`src/rtl/csr_commit_unit_pkg.sv`:
```
// Shared command encoding, FSM state constants and side-effect CSR list for csr_commit_unit.
// Optional performance counters in the top are enabled with CSR_COMMIT_PERF_EN.
package csr_commit_unit_pkg;

   typedef enum logic [1:0] {
      CSR_READ  = 2'd0,
      CSR_WRITE = 2'd1,
      CSR_SET   = 2'd2,
      CSR_CLEAR = 2'd3
   } csr_cmd_e;

   localparam logic [2:0] ST_IDLE    = 3'd0;
   localparam logic [2:0] ST_RD_REQ  = 3'd1;
   localparam logic [2:0] ST_RD_WAIT = 3'd2;
   localparam logic [2:0] ST_WR_REQ  = 3'd3;
   localparam logic [2:0] ST_DONE    = 3'd4;

   // Writing any of these changes machine state the pipeline has already speculated on.
   localparam int N_SIDE_EFFECT = 4;
   localparam logic [11:0] SIDE_EFFECT_CSRS [N_SIDE_EFFECT] =
      '{12'h180, 12'h300, 12'h100, 12'h7C0};

   function automatic logic is_side_effect_csr(input logic [11:0] addr);
      logic hit;
      hit = 1'b0;
      for (int i = 0; i < N_SIDE_EFFECT; i++) begin
         if (addr == SIDE_EFFECT_CSRS[i]) hit = 1'b1;
      end
      return hit;
   endfunction

endpackage

```
`src/rtl/csr_commit_unit_watchdog.sv`:
```
// Handshake watchdog: counts enabled cycles since the last clear and flags the
// cycle on which the count would reach TIMEOUT_CYCLES.
module csr_commit_watchdog #(
   parameter int TIMEOUT_CYCLES = 16
) (
   input  logic clk_i,
   input  logic rst_ni,
   input  logic clear_i,
   input  logic enable_i,
   output logic expired_o
);

   localparam int CNT_W = $clog2(TIMEOUT_CYCLES + 1);

   logic [CNT_W-1:0] cnt_q;

   // NOTE: sequential state is always assigned with <= so every flop samples pre-edge values.
   always_ff @(posedge clk_i or negedge rst_ni) begin
      if (!rst_ni) begin
         cnt_q <= '0;
      end else if (clear_i) begin
         cnt_q <= '0;
      end else if (enable_i) begin
         cnt_q <= cnt_q + CNT_W'(1);
      end
   end

   assign expired_o = enable_i && (cnt_q == CNT_W'(TIMEOUT_CYCLES - 1));

endmodule

```
`src/rtl/csr_commit_unit.sv`:
```
// Executes one retired CSR instruction as a read-modify-write on the CSR register-file port.
// Define CSR_COMMIT_PERF_EN to build the committed-op and handshake-stall counters.
module csr_commit_unit
   import csr_commit_unit_pkg::*;
#(
   parameter int XLEN           = 64,
   parameter int TIMEOUT_CYCLES = 16
) (
   input  logic            clk_i,
   input  logic            rst_ni,
   input  logic            flush_i,
   input  logic            valid_i,
   input  logic [1:0]      op_i,
   input  logic [11:0]     addr_i,
   input  logic [XLEN-1:0] wdata_i,
   input  logic [1:0]      priv_lvl_i,
   input  logic            commit_i,
   output logic            ready_o,
   output logic            csr_req_o,
   output logic            csr_we_o,
   output logic [11:0]     csr_addr_o,
   output logic [XLEN-1:0] csr_wdata_o,
   input  logic            csr_gnt_i,
   input  logic            csr_rvalid_i,
   input  logic [XLEN-1:0] csr_rdata_i,
   output logic            done_o,
   output logic [XLEN-1:0] rdata_o,
   output logic            exception_o,
   output logic            flush_req_o,
   output logic [31:0]     perf_ops_o,
   output logic [31:0]     perf_stall_o
);

   logic [2:0]      state_q, state_d;
   csr_cmd_e        op_q;
   logic [11:0]     addr_q;
   logic [XLEN-1:0] wdata_q, old_q, new_q, new_val;
   logic            exc_q, wrote_q;
   logic            start, illegal, waiting, wd_expired;

   assign start   = (state_q == ST_IDLE) && commit_i && valid_i && !flush_i;
   assign illegal = ((csr_cmd_e'(op_i) != CSR_READ) && (addr_i[11:10] == 2'b11))
                 || (addr_i[9:8] > priv_lvl_i);

   // NOTE: every always_comb output gets a default first, so no path can infer a latch.
   always_comb begin
      waiting = 1'b0;
      case (state_q)
         ST_RD_REQ, ST_WR_REQ: waiting = !csr_gnt_i;
         ST_RD_WAIT:           waiting = !csr_rvalid_i;
         default:              waiting = 1'b0;
      endcase
   end

   csr_commit_watchdog #(
      .TIMEOUT_CYCLES(TIMEOUT_CYCLES)
   ) u_watchdog (
      .clk_i     (clk_i),
      .rst_ni    (rst_ni),
      .clear_i   (state_d != state_q),
      .enable_i  (waiting),
      .expired_o (wd_expired)
   );

   always_comb begin
      new_val = wdata_q;
      case (op_q)
         CSR_SET:   new_val = csr_rdata_i | wdata_q;
         CSR_CLEAR: new_val = csr_rdata_i & ~wdata_q;
         default:   new_val = wdata_q;
      endcase
   end

   always_comb begin
      state_d = state_q;
      case (state_q)
         ST_IDLE: begin
            if (start) state_d = illegal ? ST_DONE : ST_RD_REQ;
         end
         ST_RD_REQ: begin
            if (csr_gnt_i)       state_d = ST_RD_WAIT;
            else if (wd_expired) state_d = ST_DONE;
         end
         ST_RD_WAIT: begin
            if (csr_rvalid_i)    state_d = (op_q == CSR_READ) ? ST_DONE : ST_WR_REQ;
            else if (wd_expired) state_d = ST_DONE;
         end
         ST_WR_REQ: begin
            if (csr_gnt_i || wd_expired) state_d = ST_DONE;
         end
         default: state_d = ST_IDLE;
      endcase
   end

   always_ff @(posedge clk_i or negedge rst_ni) begin
      if (!rst_ni) begin
         state_q <= ST_IDLE;
      end else begin
         state_q <= state_d;
      end
   end

   // A timed-out op never reaches WR_REQ's grant, so wrote_q stays clear and no flush is requested.
   always_ff @(posedge clk_i or negedge rst_ni) begin
      if (!rst_ni) begin
         op_q    <= CSR_READ;
         addr_q  <= '0;
         wdata_q <= '0;
         old_q   <= '0;
         new_q   <= '0;
         exc_q   <= 1'b0;
         wrote_q <= 1'b0;
      end else begin
         if (start) begin
            op_q    <= csr_cmd_e'(op_i);
            addr_q  <= addr_i;
            wdata_q <= wdata_i;
            exc_q   <= illegal;
            wrote_q <= 1'b0;
         end
         if ((state_q == ST_RD_WAIT) && csr_rvalid_i) begin
            old_q <= csr_rdata_i;
            new_q <= new_val;
         end
         if ((state_q == ST_WR_REQ) && csr_gnt_i) wrote_q <= 1'b1;
         if (wd_expired) exc_q <= 1'b1;
      end
   end

   assign ready_o     = (state_q == ST_IDLE);
   assign done_o      = (state_q == ST_DONE);
   assign csr_req_o   = (state_q == ST_RD_REQ) || (state_q == ST_WR_REQ);
   assign csr_we_o    = (state_q == ST_WR_REQ);
   assign csr_addr_o  = csr_req_o ? addr_q : '0;
   assign csr_wdata_o = csr_we_o ? new_q : '0;
   assign rdata_o     = done_o ? old_q : '0;
   assign exception_o = done_o && exc_q;
   assign flush_req_o = done_o && wrote_q && is_side_effect_csr(addr_q);

`ifdef CSR_COMMIT_PERF_EN
   logic [31:0] perf_ops_q, perf_stall_q;
   logic        stall_cycle;

   assign stall_cycle = (csr_req_o && !csr_gnt_i) || ((state_q == ST_RD_WAIT) && !csr_rvalid_i);

   always_ff @(posedge clk_i or negedge rst_ni) begin
      if (!rst_ni) begin
         perf_ops_q   <= '0;
         perf_stall_q <= '0;
      end else begin
         if (done_o && !exc_q && (perf_ops_q != '1))    perf_ops_q   <= perf_ops_q + 32'd1;
         if (stall_cycle && (perf_stall_q != '1))       perf_stall_q <= perf_stall_q + 32'd1;
      end
   end

   assign perf_ops_o   = perf_ops_q;
   assign perf_stall_o = perf_stall_q;
`else
   assign perf_ops_o   = '0;
   assign perf_stall_o = '0;
`endif

endmodule

```
`config.mk`:
```
export PLATFORM = sky130hd
export DESIGN_NAME = csr_commit_unit
export DESIGN_NICKNAME = d
export VERILOG_FILES = /design/src/rtl/csr_commit_unit_pkg.sv /design/src/rtl/csr_commit_unit_watchdog.sv /design/src/rtl/csr_commit_unit.sv
export SDC_FILE = /design/constraint.sdc
export NUM_CORES = 1
export LEC_CHECK = 0
export BUFFER_PORTS_ARGS = -buffer_cell sky130_fd_sc_hd__buf_2
export CORE_MARGIN = 5
export CORE_UTILIZATION = 40
export CTS_BUF_LIST = sky130_fd_sc_hd__clkbuf_8 sky130_fd_sc_hd__clkbuf_16
export CTS_CLUSTER_SIZE = 12
export DETAILED_ROUTE_END_ITERATION = 16
export HOLD_SLACK_MARGIN = 0.15
export PLACE_DENSITY = 0.71
export RECOVER_POWER = 100
export SYNTH_ARGS = -nofsm -noshare
export SYNTH_HDL_FRONTEND = slang
export SYNTH_SLANG_ARGS = --single-unit
```
`constraint.sdc`:
```
create_clock -name clk_i -period 1.65 [get_ports clk_i]
set_input_delay 0.33 -clock clk_i [delete_from_list [all_inputs] [get_ports clk_i]]
set_output_delay 0.33 -clock clk_i [all_outputs]
set_load 0.05 [all_outputs]
```
==> reports/summary.md <==
The critical-path maximum fanout is 7. The maximum cell stage delay along the critical path works out to 0.44 ns. At the worst endpoint, the arrival time is 1.91 ns.

The critical path goes through nor3_4 > buf_6 > buf_4 > and2_2 > buf_8. The portion of synthesized area spent on multiplexers is 8.37%. The number of levels the H-tree was split into came out at 1. The run gives 21.0 mm as the placed wire-length estimate after detailed placement.

Once the floorplan was initialized, standard cells occupied 40.4% of the core. Setup repair after global routing could not meet its margin everywhere. The count of final hold-check violations is 0.

The area of the die is 29500 sq um, and the number of DRC markers after the initial detailed-route iteration is 774. Worst reg-to-reg path cell count: 5. The routed design has 41.0 mm of wire. Registers take 5410 sq um. The number of cells in the design after placement came out at 1649. The run finished, with violations left. TritonCTS built the clock tree. For this design the ratio of total power to cell area is 1530 nW/um^2. Setup total negative slack on the finished layout was measured at -135.43 ns. In this run the static leakage power is 8.72 nW.

The floorplan step set the die height to 172 microns. The slowest cell on the critical path is sky130_fd_sc_hd__dfrtp_2. The run gives 67.6% as the final core utilization. In this run the mean area of a mapped cell was 10.2 sq um.

The relative max-transition margin is 22.4%, and the portion of the clock cycle consumed by the worst path in the final layout is 136%. At the end of routability-driven placement, the weighted congestion stood at 0.830. The fraction of final layout cells sized beyond drive strength 1 is 44.6%.

The residual antenna-violating net count after detailed routing was 0; the proportion of register bits with asynchronous set or reset after synthesis was 100%. At the placement stage, the worst setup path has a slack of -0.238 ns. Entering global routing, the biggest net connects 63 pins. The first global-routing pass estimated 56.6 mm of wire. Count of state elements after synthesis: 216. In the final routed layout, each cell accounts on average for 21.8 microns. The post-synthesis simple-gate area fraction is 17.1%, and the number of placement rows is 59. The tools report the number of max-cap violations as 0. With fillers left out, the area of the finished cells amounts to 17500 sq um. Final worst setup slack: -0.595 ns. Clock tree synthesis inserted a total of 24 buffers. The placed instance area is 13000 sq um, and the latest clock arrival within the worst-skew pair is 0.52 ns. The share of the Yosys chip area taken by registers is 51.6%. The synthesized netlist devotes 13.9% of its cell area to compound gates. The main flop type after synthesis was sky130_fd_sc_hd__dfrtp_1. In this run the critical register-to-register path is launched from state_q[0]$_DFF_PN0_.

The cell count after synthesis came out at 1027. At the worst endpoint, the required time is 1.32 ns. The setup check on the worst reg-to-reg path leaves a slack of -0.39 ns. Counting instances, the worst hold path has a depth of 4.

The clock-pin slew reported for the worst setup and hold paths after clock tree synthesis came out at 0.06 ns. STA classifies the critical path startpoint as a register. Count of flip-flops with a built-in enable after synthesis: 0. The cell at the root of the clock tree was sky130_fd_sc_hd__clkbuf_16. The run gives 10400 as the via count of the first global-routing pass. The endpoint class of the critical path was an output pin. The synthesized netlist devotes 0.251% of its cell area to XOR and XNOR gates. The tree built by TritonCTS fans out to 216 sinks. The tools report the setup clock skew after layout as 0.0131 ns. Launch instance of the worst min-delay path: csr_rvalid_i. The smallest clock period supported by the final layout is computed as 2.24 ns. The worst register-to-register path ends at wdata_q[0]$_DFFE_PN0P_. For this block, the via count after detailed routing is 10000. Final non-filler cell total: 1879. The tools report the post-synthesis cell type count as 42. Adder and majority gate portion of the synthesized area: 0.478%. The critical path is of the reg -> out type.

The path class of the tightest hold or removal check is in -> reg. The number of antenna violations at the first check in global routing is 2, and the core box area is 25900 sq um. Before antenna repair, the detailed router went through 5 iterations.

The area of combinational cells with multiple inputs came out at 5060 sq um. In the routed design, unresolved DRC markers number 0. The total overflow left after global routing is 0. The Yosys step of the flow raised 0 warnings.

Port buffering added 296 buffers. Summing every instance area after synthesis gives 10500 sq um. Setup violations remaining at the end of the flow were counted as 362. Timing would allow up to 446 MHz.

The run gives 0 as the final number of max-transition violations. The worst hold path terminates at state_q[1]$_DFF_PN0_. 361 I/O pins were placed. The maximum VDD drop is 1.13 mV, and the average vias per placed instance is 5.34. The net count of the finished layout is 1680.

By area, the combinational part of the netlist is dominated by simple AND/OR/NAND/NOR gates. The overall track demand over capacity in global routing is 24.0%, and the pin slew with the least headroom to its limit is 1.16 ns. The checks that failed: setup timing. The area growth from synthesis to layout is 67.2%. The layout has 1696 filler cells. The die is 172 microns wide.

The clock passes through at most 3 buffers.
-- critical path, delay by kind of cell, from the launching register on --
| kind | cells | cell delay [ns] |
|---|---|---|
| buffers and inverters | 3 | 0.52 |
| and+or+nand+nor | 2 | 0.44 |
| DFF | 1 | 0.44 |
-- state kept, by name, summed over array words and instances, names as in the netlist --
name	cells
new_q	64
old_q	64
wdata_q	64
addr_q	12
u_watchdog.cnt_q	5
state_q	3
op_q	2
exc_q	1
wrote_q	1
-- cells by family (layout without fill, tap and decap cells) --
kind of cell / after synthesis / after routing
and+or+nand+nor: 365 / 367
DFF: 216 / 216
AOI/OAI and AO/OA: 213 / 213
buffers and inverters: 147 / 595
muxes: 78 / 78
adders and majority gates: 4 / 4
xor gates and xnor gates: 3 / 3
other: 1 / 68
-- where the power goes --
group	switching, mW	leakage, nW	internal, mW
logic	6.18	5.63	5.39
clock network	2.20	0.425	3.41
registers	1.83	2.67	7.78
total	10.2	8.72	16.6
-- worst max path at each step --
stage / slack, ns / from / to / depth (start not counted)
after floorplan: -0.11 / state_q[1]$_DFF_PN0_ / flush_req_o / 5
after global placement: -0.19 / flush_i / exc_q$_DFFE_PN0P_ / 5
after detailed placement: -0.24 / flush_i / exc_q$_DFFE_PN0P_ / 5
after CTS: -0.56 / state_q[0]$_DFF_PN0_ / rdata_o[55] / 5
after global routing: -0.65 / state_q[0]$_DFF_PN0_ / exception_o / 5
final: -0.59 / state_q[0]$_DFF_PN0_ / exception_o / 5
-- routing by layer --
metal | wire (microns) | track usage (%)
met5 | 0 | 0
met4 | 1500 | 9.02
met3 | 2730 | 4.18
met2 | 20900 | 43.1
met1 | 15900 | 28.9
-- cells in the final DEF, fill, tap and decap left out, types with 62 or more instances in the layout --
cell type,count
sky130_fd_sc_hd__dfrtp_1,212
sky130_fd_sc_hd__nand2_1,194
sky130_fd_sc_hd__buf_2,149
sky130_fd_sc_hd__dlygate4sd3_1,144
sky130_fd_sc_hd__buf_8,111
sky130_fd_sc_hd__mux2_2,76
sky130_fd_sc_hd__a21oi_1,64
sky130_fd_sc_hd__a21o_1,64
sky130_fd_sc_hd__conb_1,64
sky130_fd_sc_hd__a211oi_1,62
-- cells in the mapped netlist, types with 2 or more instances --
master	instances	share of area, %
sky130_fd_sc_hd__dfrtp_1	216	52
sky130_fd_sc_hd__nand2_1	195	7.0
sky130_fd_sc_hd__and2_1	79	4.7
sky130_fd_sc_hd__mux2_2	77	8.3
sky130_fd_sc_hd__a211oi_1	66	4.7
sky130_fd_sc_hd__a21oi_1	66	3.2
sky130_fd_sc_hd__buf_4	66	4.7
sky130_fd_sc_hd__and3_1	65	3.9
sky130_fd_sc_hd__a21o_1	64	4.6
sky130_fd_sc_hd__clkbuf_1	52	1.9
sky130_fd_sc_hd__buf_6	9	0.97
sky130_fd_sc_hd__buf_2	8	0.38
sky130_fd_sc_hd__nor3_1	7	0.33
sky130_fd_sc_hd__buf_1	6	0.21
sky130_fd_sc_hd__inv_1	6	0.21
sky130_fd_sc_hd__nor2_1	5	0.18
sky130_fd_sc_hd__ha_1	4	0.48
sky130_fd_sc_hd__nand2b_1	3	0.18
sky130_fd_sc_hd__nor2b_1	3	0.18
sky130_fd_sc_hd__o21ai_0	3	0.14
sky130_fd_sc_hd__xnor2_1	3	0.25
sky130_fd_sc_hd__a211o_1	2	0.17
sky130_fd_sc_hd__nand3b_1	2	0.14
sky130_fd_sc_hd__nand4_1	2	0.12
-- cell type report --
type	count	share of cell area [%]
diodes	4	0.0571
clock buffers	30	3.96
clock inverters	11	0.707
inverters	6	0.129
multi-input cells	729	28.9
flip-flops and latches	216	30.9
well taps	335	2.39
repair buffers	548	33.0
-- stage by stage --
step,hold slack [ns],power (mW)
3_3_place_gp,0.244,17.6
5_1_grt,0.323,28.1
2_1_floorplan,0.0344,15.3
4_1_cts,0.286,25.2
3_5_place_dp,0.242,17.9
6_report,0.304,26.8
-- timing repair --
item                                    4_1_cts  5_1_grt
pin swaps                                     7       39
gates resized for setup                     367      130
hold buffers                                144        0
endpoints found under the hold margin       359        0
gates cloned                                  4       22
endpoints found under the setup margin      265      362
setup buffers                                 8        8
No activity file was read; power rests on OpenSTA's default activity.
